--- src/rtl/counter_pkg.sv ---
// Shared types and constants for the 1 s counter and the scheduler that time-shares it.
package counter_pkg;

   typedef enum logic [1:0] {
      ST_IDLE = 2'd0,
      ST_RUN  = 2'd1,
      ST_DONE = 2'd2
   } sched_state_e;

   localparam int unsigned CLK_CYCLES_FOR_1_S = 50_000_000;

   // The counter steps through 3 values but exposes a 4-bit port.
   localparam int unsigned CNT_STEPS = 3;
   localparam int unsigned CNT_W     = 4;

endpackage

--- src/rtl/counter_scheduler_arbiter.sv ---
// Combinational round-robin pick: searches upward from last+1 with wrap,
// returning a one-hot winner and its index.
module rr_arbiter #(
   parameter int N = 2
) (
   input  logic [N-1:0]         req_i,
   input  logic [$clog2(N)-1:0] last_i,
   output logic [N-1:0]         gnt_o,
   output logic [$clog2(N)-1:0] idx_o,
   output logic                 found_o
);

   localparam int IDX_W = $clog2(N);

   logic [IDX_W:0] cand;

   always_comb begin
      gnt_o   = '0;
      idx_o   = '0;
      found_o = 1'b0;
      cand    = '0;
      for (int i = 1; i <= N; i++) begin
         cand = {1'b0, last_i} + (IDX_W+1)'(i);
         if (cand >= (IDX_W+1)'(N)) begin
            cand = cand - (IDX_W+1)'(N);
         end
         if (!found_o && req_i[cand[IDX_W-1:0]]) begin
            found_o = 1'b1;
            idx_o   = cand[IDX_W-1:0];
         end
      end
      if (found_o) begin
         gnt_o = N'(1) << idx_o;
      end
   end

endmodule

--- src/rtl/counter_scheduler.sv ---
// Grants the shared 1 s counter to one requester at a time and holds its
// enable for exactly the requested number of ticks.
//
//   state   | meaning
//   IDLE    | no owner; arbitrate on any req
//   RUN     | owner holds grant, counter enabled, remaining counts down
//   DONE    | done pulse out; return to IDLE next edge
module counter_scheduler
   import counter_pkg::*;
#(
   parameter int NUM_REQ = 2,
   parameter int LEN_W   = CNT_W
) (
   input  logic                     clk_1_s,
   input  logic                     reset,
   input  logic [NUM_REQ-1:0]       req_i,
   input  logic [NUM_REQ*LEN_W-1:0] req_len_i,
   output logic [NUM_REQ-1:0]       grant_o,
   output logic [NUM_REQ-1:0]       done_o,
   output logic                     cnt_enable_o,
   output logic                     busy_o
);

   localparam int IDX_W = $clog2(NUM_REQ);

   sched_state_e       state_q, state_d;
   logic [LEN_W-1:0]   remaining_q, remaining_d;
   logic [IDX_W-1:0]   last_q, last_d;
   logic [NUM_REQ-1:0] grant_q, grant_d;
   logic [NUM_REQ-1:0] done_q, done_d;
   logic               en_q, en_d;

   logic [NUM_REQ-1:0] win_gnt;
   logic [IDX_W-1:0]   win_idx;
   logic               win_found;
   logic [LEN_W-1:0]   win_len;
   logic [NUM_REQ-1:0] owner_oh;

   rr_arbiter #(.N(NUM_REQ)) u_arb (
      .req_i   (req_i),
      .last_i  (last_q),
      .gnt_o   (win_gnt),
      .idx_o   (win_idx),
      .found_o (win_found)
   );

   always_comb begin
      win_len = '0;
      for (int i = 0; i < NUM_REQ; i++) begin
         if (win_idx == IDX_W'(i)) begin
            win_len = req_len_i[i*LEN_W +: LEN_W];
         end
      end
   end

   // While running, last_q doubles as the owner index.
   assign owner_oh = NUM_REQ'(1) << last_q;

   always_comb begin
      state_d     = state_q;
      remaining_d = remaining_q;
      last_d      = last_q;
      grant_d     = grant_q;
      done_d      = '0;
      en_d        = en_q;
      unique case (state_q)
         ST_IDLE: begin
            grant_d = '0;
            en_d    = 1'b0;
            if (win_found) begin
               last_d      = win_idx;
               remaining_d = win_len;
               if (win_len != '0) begin
                  grant_d = win_gnt;
                  en_d    = 1'b1;
                  state_d = ST_RUN;
               end else begin
                  done_d  = win_gnt;
                  state_d = ST_DONE;
               end
            end
         end
         ST_RUN: begin
            if (!req_i[last_q]) begin
               grant_d = '0;
               en_d    = 1'b0;
               state_d = ST_IDLE;
            end else if (remaining_q == LEN_W'(1)) begin
               grant_d = '0;
               en_d    = 1'b0;
               done_d  = owner_oh;
               state_d = ST_DONE;
            end else begin
               remaining_d = remaining_q - LEN_W'(1);
            end
         end
         ST_DONE: begin
            state_d = ST_IDLE;
         end
         default: begin
            grant_d = '0;
            en_d    = 1'b0;
            state_d = ST_IDLE;
         end
      endcase
   end

   always_ff @(posedge clk_1_s or posedge reset) begin
      if (reset) begin
         state_q     <= ST_IDLE;
         remaining_q <= '0;
         last_q      <= IDX_W'(NUM_REQ - 1);
         grant_q     <= '0;
         done_q      <= '0;
         en_q        <= 1'b0;
      end else begin
         state_q     <= state_d;
         remaining_q <= remaining_d;
         last_q      <= last_d;
         grant_q     <= grant_d;
         done_q      <= done_d;
         en_q        <= en_d;
      end
   end

   assign grant_o      = grant_q;
   assign done_o       = done_q;
   assign cnt_enable_o = en_q;
   assign busy_o       = (state_q != ST_IDLE);

endmodule

--- config.mk ---
export PLATFORM = sky130hd
export DESIGN_NAME = counter_scheduler
export DESIGN_NICKNAME = d
export VERILOG_FILES = /design/src/rtl/counter_pkg.sv /design/src/rtl/counter_scheduler_arbiter.sv /design/src/rtl/counter_scheduler.sv
export SDC_FILE = /design/constraint.sdc
export NUM_CORES = 1
export LEC_CHECK = 0
export ABC_AREA = 1
export ABC_CLOCK_PERIOD_IN_PS = 1520
export CORE_MARGIN = 3
export CORE_UTILIZATION = 35
export DETAILED_ROUTE_END_ITERATION = 10
export PLACE_DENSITY = 0.71
export SYNTH_ARGS = -nofsm -noshare
export SYNTH_HDL_FRONTEND = slang
export SYNTH_SLANG_ARGS = --single-unit
--- constraint.sdc ---
create_clock -name clk_1_s -period 1.52 [get_ports clk_1_s]
set_input_delay 0.304 -clock clk_1_s [delete_from_list [all_inputs] [get_ports clk_1_s]]
set_output_delay 0.304 -clock clk_1_s [all_outputs]
set_load 0.03 [all_outputs]
==> summary.md, run 1 <==
| Metric | Value |
|---|---|
| Outcome | `complete, no violations` |
| Register area share after synthesis | `38.75%` |
| DR DRC count | `0` |
| Largest net degree at the start of global routing | `13` |
| P_leak | `0.5328 nW` |
| Final count of negative-setup-slack endpoints | `0` |
| Row count | `16` |
| First-pass GRT wire length | `2.815 mm` |
| Clock root cell | `clkbuf_4` |
| CTS Buf Count | `3` |
| Top FF cell, synth | `dfrtp_1` |
| P&R area growth vs syn | `32.15%` |
| Initial Util | `38.11%` |
| Iter 0 DRT Violations | `18` |
| Mapped Nets | `113` |
| Core Area | `2042 um^2` |
| Critical Path RT | `1.70 ns` |
| Most frequent cells in the layout | `33 x nand2_1, 11 x dfrtp_1, 10 x inv_1, 10 x clkdlybuf4s50_1, 7 x nand3_1` |
| Post-route minimum period | `1.395 ns` |
| GRT Overall Usage | `13.28%` |
| Crit path largest cell delay | `0.48 ns` |
| Dpl hpwl | `1.315 mm` |
| Die area | `2825 um^2` |
| YS warnings | `0` |
| Clock slew at reported path FFs | `0.08 ns` |
| DIE WIDTH | `53.16 um` |
| Leading area contributor after synthesis | `dfrtp_1` |
| Placed Area | `1001 um^2` |
| Setup ws final | `0.1254 ns` |
| Most common cell after layout, fill and taps aside | `nand2_1` |
| Worst Max-Slew Pin Slew | `0.4529 ns` |
| Rel. slew slack | `69.77%` |
| CP max-delay cell | `clkdlybuf4s50_1` |
| CTS hold repair buffers | `0` |
| Die H | `53.16 um` |
| Post-DR wirelength/cell | `10.45 um` |
| WS Path Type | `in2reg` |
| PortBufs | `17` |
| RSZ-0062 raised after global routing | `no` |
| CP Capture Type | `register` |
| Post-synth ARST share | `100.0%` |
| # nets final | `138` |
| Setup TNS | `0 ns` |
| First drt pass iteration count | `5` |
| Via count | `714` |
| Clock Latency Late Sink | `0.27 ns` |
| Worst-case reg-to-reg path depth | `6` |
| WHS | `0.3268 ns` |
| Fin area | `1028 um^2` |
| Critical path cell sequence | `clkdlybuf4s50_1 -> nand2_2 -> nand2_4 -> nand2_1 -> nand2_1 -> nor2_4 -> nand2_2 -> o21ai_1` |
| Unique masters post-synth | `23` |
| Gr ovfl total | `0` |
| CP Data Arrival Time | `1.58 ns` |
| Via/cell ratio | `4.760` |
| F_max | `717.1 MHz` |
| Max-slew violations | `0` |
| Hold WC Path Type | `in2async` |
| Peak VDD IR | `0.8810 mV` |
| Filler cell count | `205` |
| Area of the mapped netlist | `778.2 um^2` |
| DRT antenna net count | `0` |
| Synthesized netlist cell count | `99` |
| Mean Syn Cell Area | `7.861 um^2` |
| Final Util | `50.37%` |
| Pre-CTS setup slack | `-0.2341 ns` |
| Initial antenna violation count | `0` |
| Share of the synthesized area in the top cell type | `35.37%` |
| Startpoint Class | `input port` |
| WL final | `1.567 mm` |
| Share of layout cells above drive strength 1 | `23.58%` |
| I/O pin total | `18` |
| EDFF count, synth | `0` |
| Final Cycle Share | `91.75%` |
| Top post-synthesis cells by area | `dfrtp_1 35%, nand2_1 16%, nand3_1 5.8%` |
| Max Root-Sink Buffers | `2` |
| CTS tree | `yes` |
| PD cells | `1942 nW/um^2` |
| GPL Wtd Cong | `0.8159` |
| Clk_skew | `0.006723 ns` |
| N_diodes | `0` |
| CTS Sinks | `12` |
| Synthesized flop and latch total | `12` |
| Max_cap viols | `0` |
| Vias in the first global route | `692` |
| Crit-path max FO | `6` |
| Count of final hold-check violations | `0` |
| H-tree depth | `1` |
==> repair_timing <==
item	CTS	global route
buffers inserted	0	0
gates resized for setup	8	5
endpoints found under the setup margin	6	6
==> sequential cells by signal, indices dropped and copies added, names as in the netlist <==
register	count
state_q	2
grant_o	2
cnt_enable_o	1
done_o	2
last_q	1
remaining_q	4
==> Yosys cell counts, types with 2 or more instances <==
library cell and n:
inv_2 2, dfrtp_1 11, o21ai_1 4, nand3_1 9, nand4_1 2, nor2_4 3
o21ai_2 3, inv_1 10, ha_1 2, nand2_2 5, o21ai_0 4, nand2_1 33
==> metrics by stage <==
stage | cells | total power, mW
after floorplan | 99 | 1.458
after global placement | 146 | 1.804
after detailed placement | 146 | 1.829
after CTS | 150 | 2.012
after global routing | 150 | 2.202
final | 150 | 1.998
==> final timing paths <==
path,startpoint,endpoint,slack (ns)
setup / recovery,req_i[0],done_o[0],0.13
hold / removal,reset,remaining_q[3],0.33
setup reg to reg,last_q,done_o[0],0.17
hold reg to reg,grant_o[1],grant_o[1],0.48
max in group asynchronous,reset,last_q,0.85
min in group clk_1_s,grant_o[1],grant_o[1],0.48
==> kinds of logic after synthesis <==
| group | after synthesis | synth area share [%] |
|---|---|---|
| flops | 12 | 38.75 |
| simple gates | 56 | 35.69 |
| fa+ha+maj | 2 | 3.215 |
| compound gates | 13 | 11.74 |
| buf+inv | 14 | 8.361 |
| xor+xnor | 2 | 2.251 |
==> where the power goes <==
group	internal (mW)	leakage (nW)	switching (mW)
combinational	0.457	0.366	0.787
sequential	0.467	0.151	0.0769
clock	0.102	0.0150	0.108
total	1.02	0.533	0.973
==> worst max-delay path, delay by kind of cell <==
family / cells / cell delay (ns)
AO/OA/AOI/OAI: 1 / 0.16
AND/OR/NAND/NOR: 6 / 0.63
buffers and inverters: 1 / 0.48
==> layout make-up <==
cell class | instances | area (um^2) | area share (%)
Tap cell | 27 | 33.78 | 3.285
Sequential cell | 12 | 301.5 | 29.32
Inverter | 13 | 53.80 | 5.231
Clock buffer | 4 | 26.28 | 2.555
Multi-Input combinational cell | 73 | 421.7 | 41.00
Timing Repair Buffer | 21 | 191.4 | 18.61
==> per-layer routing <==
metal | track usage (%) | share of wire, % | up-vias
met5 | 0 | 0 | -
met4 | 5.106 | 1.2 | 0
met3 | 2.817 | 4.9 | 2
met2 | 20.87 | 48 | 21
met1 | 17.65 | 46 | 330
li1 | - | - | 361
Power figures use the tool's default switching activity.
==> inputs of run 2 (changes only) <==
--- a/config.mk
+++ b/config.mk
@@ -11,6 +11,7 @@
 export CORE_UTILIZATION = 35
 export DETAILED_ROUTE_END_ITERATION = 10
 export PLACE_DENSITY = 0.71
+export SKIP_LAST_GASP = 1
 export SYNTH_ARGS = -nofsm -noshare
 export SYNTH_HDL_FRONTEND = slang
 export SYNTH_SLANG_ARGS = --single-unit
==> run 2 against run 1 <==
Against the previous run: maximum frequency is essentially flat; count of clock-buffer cells in the layout is the same; sequential share of layout area grew 0.14 points; final cell count is the same; worst setup slack is essentially flat; critical path type unchanged; first-iteration DRC count is the same; clock power is essentially flat; core utilization shrank 0.25 points; total power shrank 0.50%; largest power group unchanged; register-to-register slack lost 0.03 ns.
==> summary.md, run 2 (synthesis results as in run 1) <==
| Metric | Value |
|---|---|
| Iter 0 DRT Violations | `18 (unchanged)` |
| WHS | `0.3277 ns (was 0.3268 ns)` |
| Core Area | `2042 um^2 (unchanged)` |
| Max reg flops | `4 (unchanged)` |
| Clock slew at reported path FFs | `0.08 ns (about the same)` |
| Vias in the first global route | `692 (unchanged)` |
| F_max | `717.0 MHz (was 717.1 MHz)` |
| Max Root-Sink Buffers | `2 (unchanged)` |
| CP Capture Type | `register (unchanged)` |
| DIE WIDTH | `53.16 um (unchanged)` |
| CP Data Arrival Time | `1.58 ns (about the same)` |
| Die area | `2825 um^2 (unchanged)` |
| N_diodes | `0 (unchanged)` |
| Count of final hold-check violations | `0 (unchanged)` |
| Max-slew violations | `0 (unchanged)` |
| Most frequent cells in the layout | `33 x nand2_1, 11 x dfrtp_1, 10 x inv_1, 10 x clkdlybuf4s50_1, 8 x nand3_1 (was 33 x nand2_1, 11 x dfrtp_1, 10 x inv_1, 10 x clkdlybuf4s50_1, 7 x nand3_1)` |
| RSZ-0062 raised after global routing | `yes (was no)` |
| PD cells | `1942 nW/um^2 (about the same)` |
| Dpl hpwl | `1.315 mm (unchanged)` |
| First-pass GRT wire length | `2.815 mm (unchanged)` |
| Post-DR wirelength/cell | `10.47 um (was 10.45 um)` |
| Die H | `53.16 um (unchanged)` |
| Share of layout cells above drive strength 1 | `22.76% (was 23.58%)` |
| Clock root cell | `clkbuf_4 (unchanged)` |
| DRT antenna net count | `0 (unchanged)` |
| Crit-path max FO | `6 (unchanged)` |
| Initial antenna violation count | `0 (unchanged)` |
| # nets final | `138 (unchanged)` |
| Post-route minimum period | `1.395 ns (about the same)` |
| Initial Util | `38.11% (unchanged)` |
| Gr ovfl total | `0 (unchanged)` |
| CTS tree | `yes (unchanged)` |
| Peak VDD IR | `0.8819 mV (was 0.8810 mV)` |
| Worst-case reg-to-reg path depth | `7 (was 6)` |
| GPL Wtd Cong | `0.8159 (unchanged)` |
| Most common cell after layout, fill and taps aside | `nand2_1 (unchanged)` |
| Startpoint Class | `input port (unchanged)` |
| Rel. slew slack | `69.65% (was 69.77%)` |
| Clock Latency Late Sink | `0.27 ns (about the same)` |
| Reg-to-reg slack, setup | `0.14 ns (was 0.17 ns)` |
| H-tree depth | `1 (unchanged)` |
| Row count | `16 (unchanged)` |
| Final Cycle Share | `91.75% (about the same)` |
| Final count of negative-setup-slack endpoints | `0 (unchanged)` |
| P_leak | `0.5320 nW (was 0.5328 nW)` |
| Via/cell ratio | `4.753 (was 4.760)` |
| P&R area growth vs syn | `31.51% (was 32.15%)` |
| Outcome | `complete, no violations (unchanged)` |
| Biggest register | `remaining_q (unchanged)` |
| CTS Sinks | `12 (unchanged)` |
| Reg2Reg Capture Point | `remaining_q[1] (was done_o[0])` |
| DR DRC count | `0 (unchanged)` |
| First drt pass iteration count | `5 (unchanged)` |
| I/O pin total | `18 (unchanged)` |
| Crit Reg-Reg Startpoint | `remaining_q[1] (was last_q)` |
| Critical Path RT | `1.70 ns (about the same)` |
| CTS Buf Count | `3 (unchanged)` |
| Largest net degree at the start of global routing | `13 (unchanged)` |
| Max_cap viols | `0 (unchanged)` |
| WS Path Type | `in2reg (unchanged)` |
| WL final | `1.571 mm (was 1.567 mm)` |
| Clk_skew | `0.006662 ns (was 0.006723 ns)` |
| Worst Max-Slew Pin Slew | `0.4548 ns (was 0.4529 ns)` |
| Hold WC Path Type | `in2async (unchanged)` |
| Setup TNS | `0 ns (unchanged)` |
| PortBufs | `17 (unchanged)` |
| Via count | `713 (was 714)` |
| GRT Overall Usage | `13.28% (unchanged)` |
-- run 2: worst max path at each step --
stage,start,endpoint
finish,req_i[0],done_o[0]
global route,remaining_q[1],remaining_q[2]
CTS,state_q[0],busy_o
detailed placement,req_i[1],remaining_q[2]
global placement,req_i[1],remaining_q[2]
floorplan,remaining_q[1],remaining_q[1]
-- run 2: area by class of cell --
class | count | area, um^2
clock buffer | 4 | 26.28
fill | 206 | 1018
inverter | 13 | 53.80
multi-input combinational | 73 | 416.7
sequential | 12 | 301.5
tap | 27 | 33.78
timing repair buffer | 21 | 191.4
-- run 2: metal layers --
layer	vias up	part of all wire [%]	global-route usage, %
met5	-	0	0
met4	0	1.2	5.106
met3	2	4.9	2.817
met2	21	48	20.87
met1	329	46	17.65
li1	361	-	-
-- run 2: through the flow --
step                      instances  cell area [um^2]  worst slack [ns]  utilization, %  power [mW]
after floorplan                  99             778.2            0.2865               -       1.458
after global routing            150              1023         -0.004914           50.12       2.195
after CTS                       150              1020          -0.01080           49.94       2.003
after detailed placement        146              1001           -0.2341           49.02       1.829
after global placement          146              1001           -0.2156           49.02       1.804
final                           150              1023            0.1254           50.12       1.988
-- run 2: timing repair --
action                     in CTS  in global routing
resized for setup               6                  4
hold buffers                    0                  0
setup endpoints to repair       6                  6
setup buffers                   0                  0
-- run 2: critical path, cell delays in order --
cell and delay (ns):
clkdlybuf4s50_1 0.48, nand2_2 0.17, nand2_4 0.08, nand2_1 0.07, nand2_1 0.09, nor2_4 0.14
nand2_2 0.08, o21ai_1 0.16
-- run 2: where the power goes --
part	switching, mW	leakage (nW)	total, mW	internal [mW]
sequential	0.0769	0.151	0.543	0.467
combinational	0.782	0.366	1.23	0.452
clock	0.108	0.0150	0.210	0.102
total	0.968	0.532	1.99	1.02
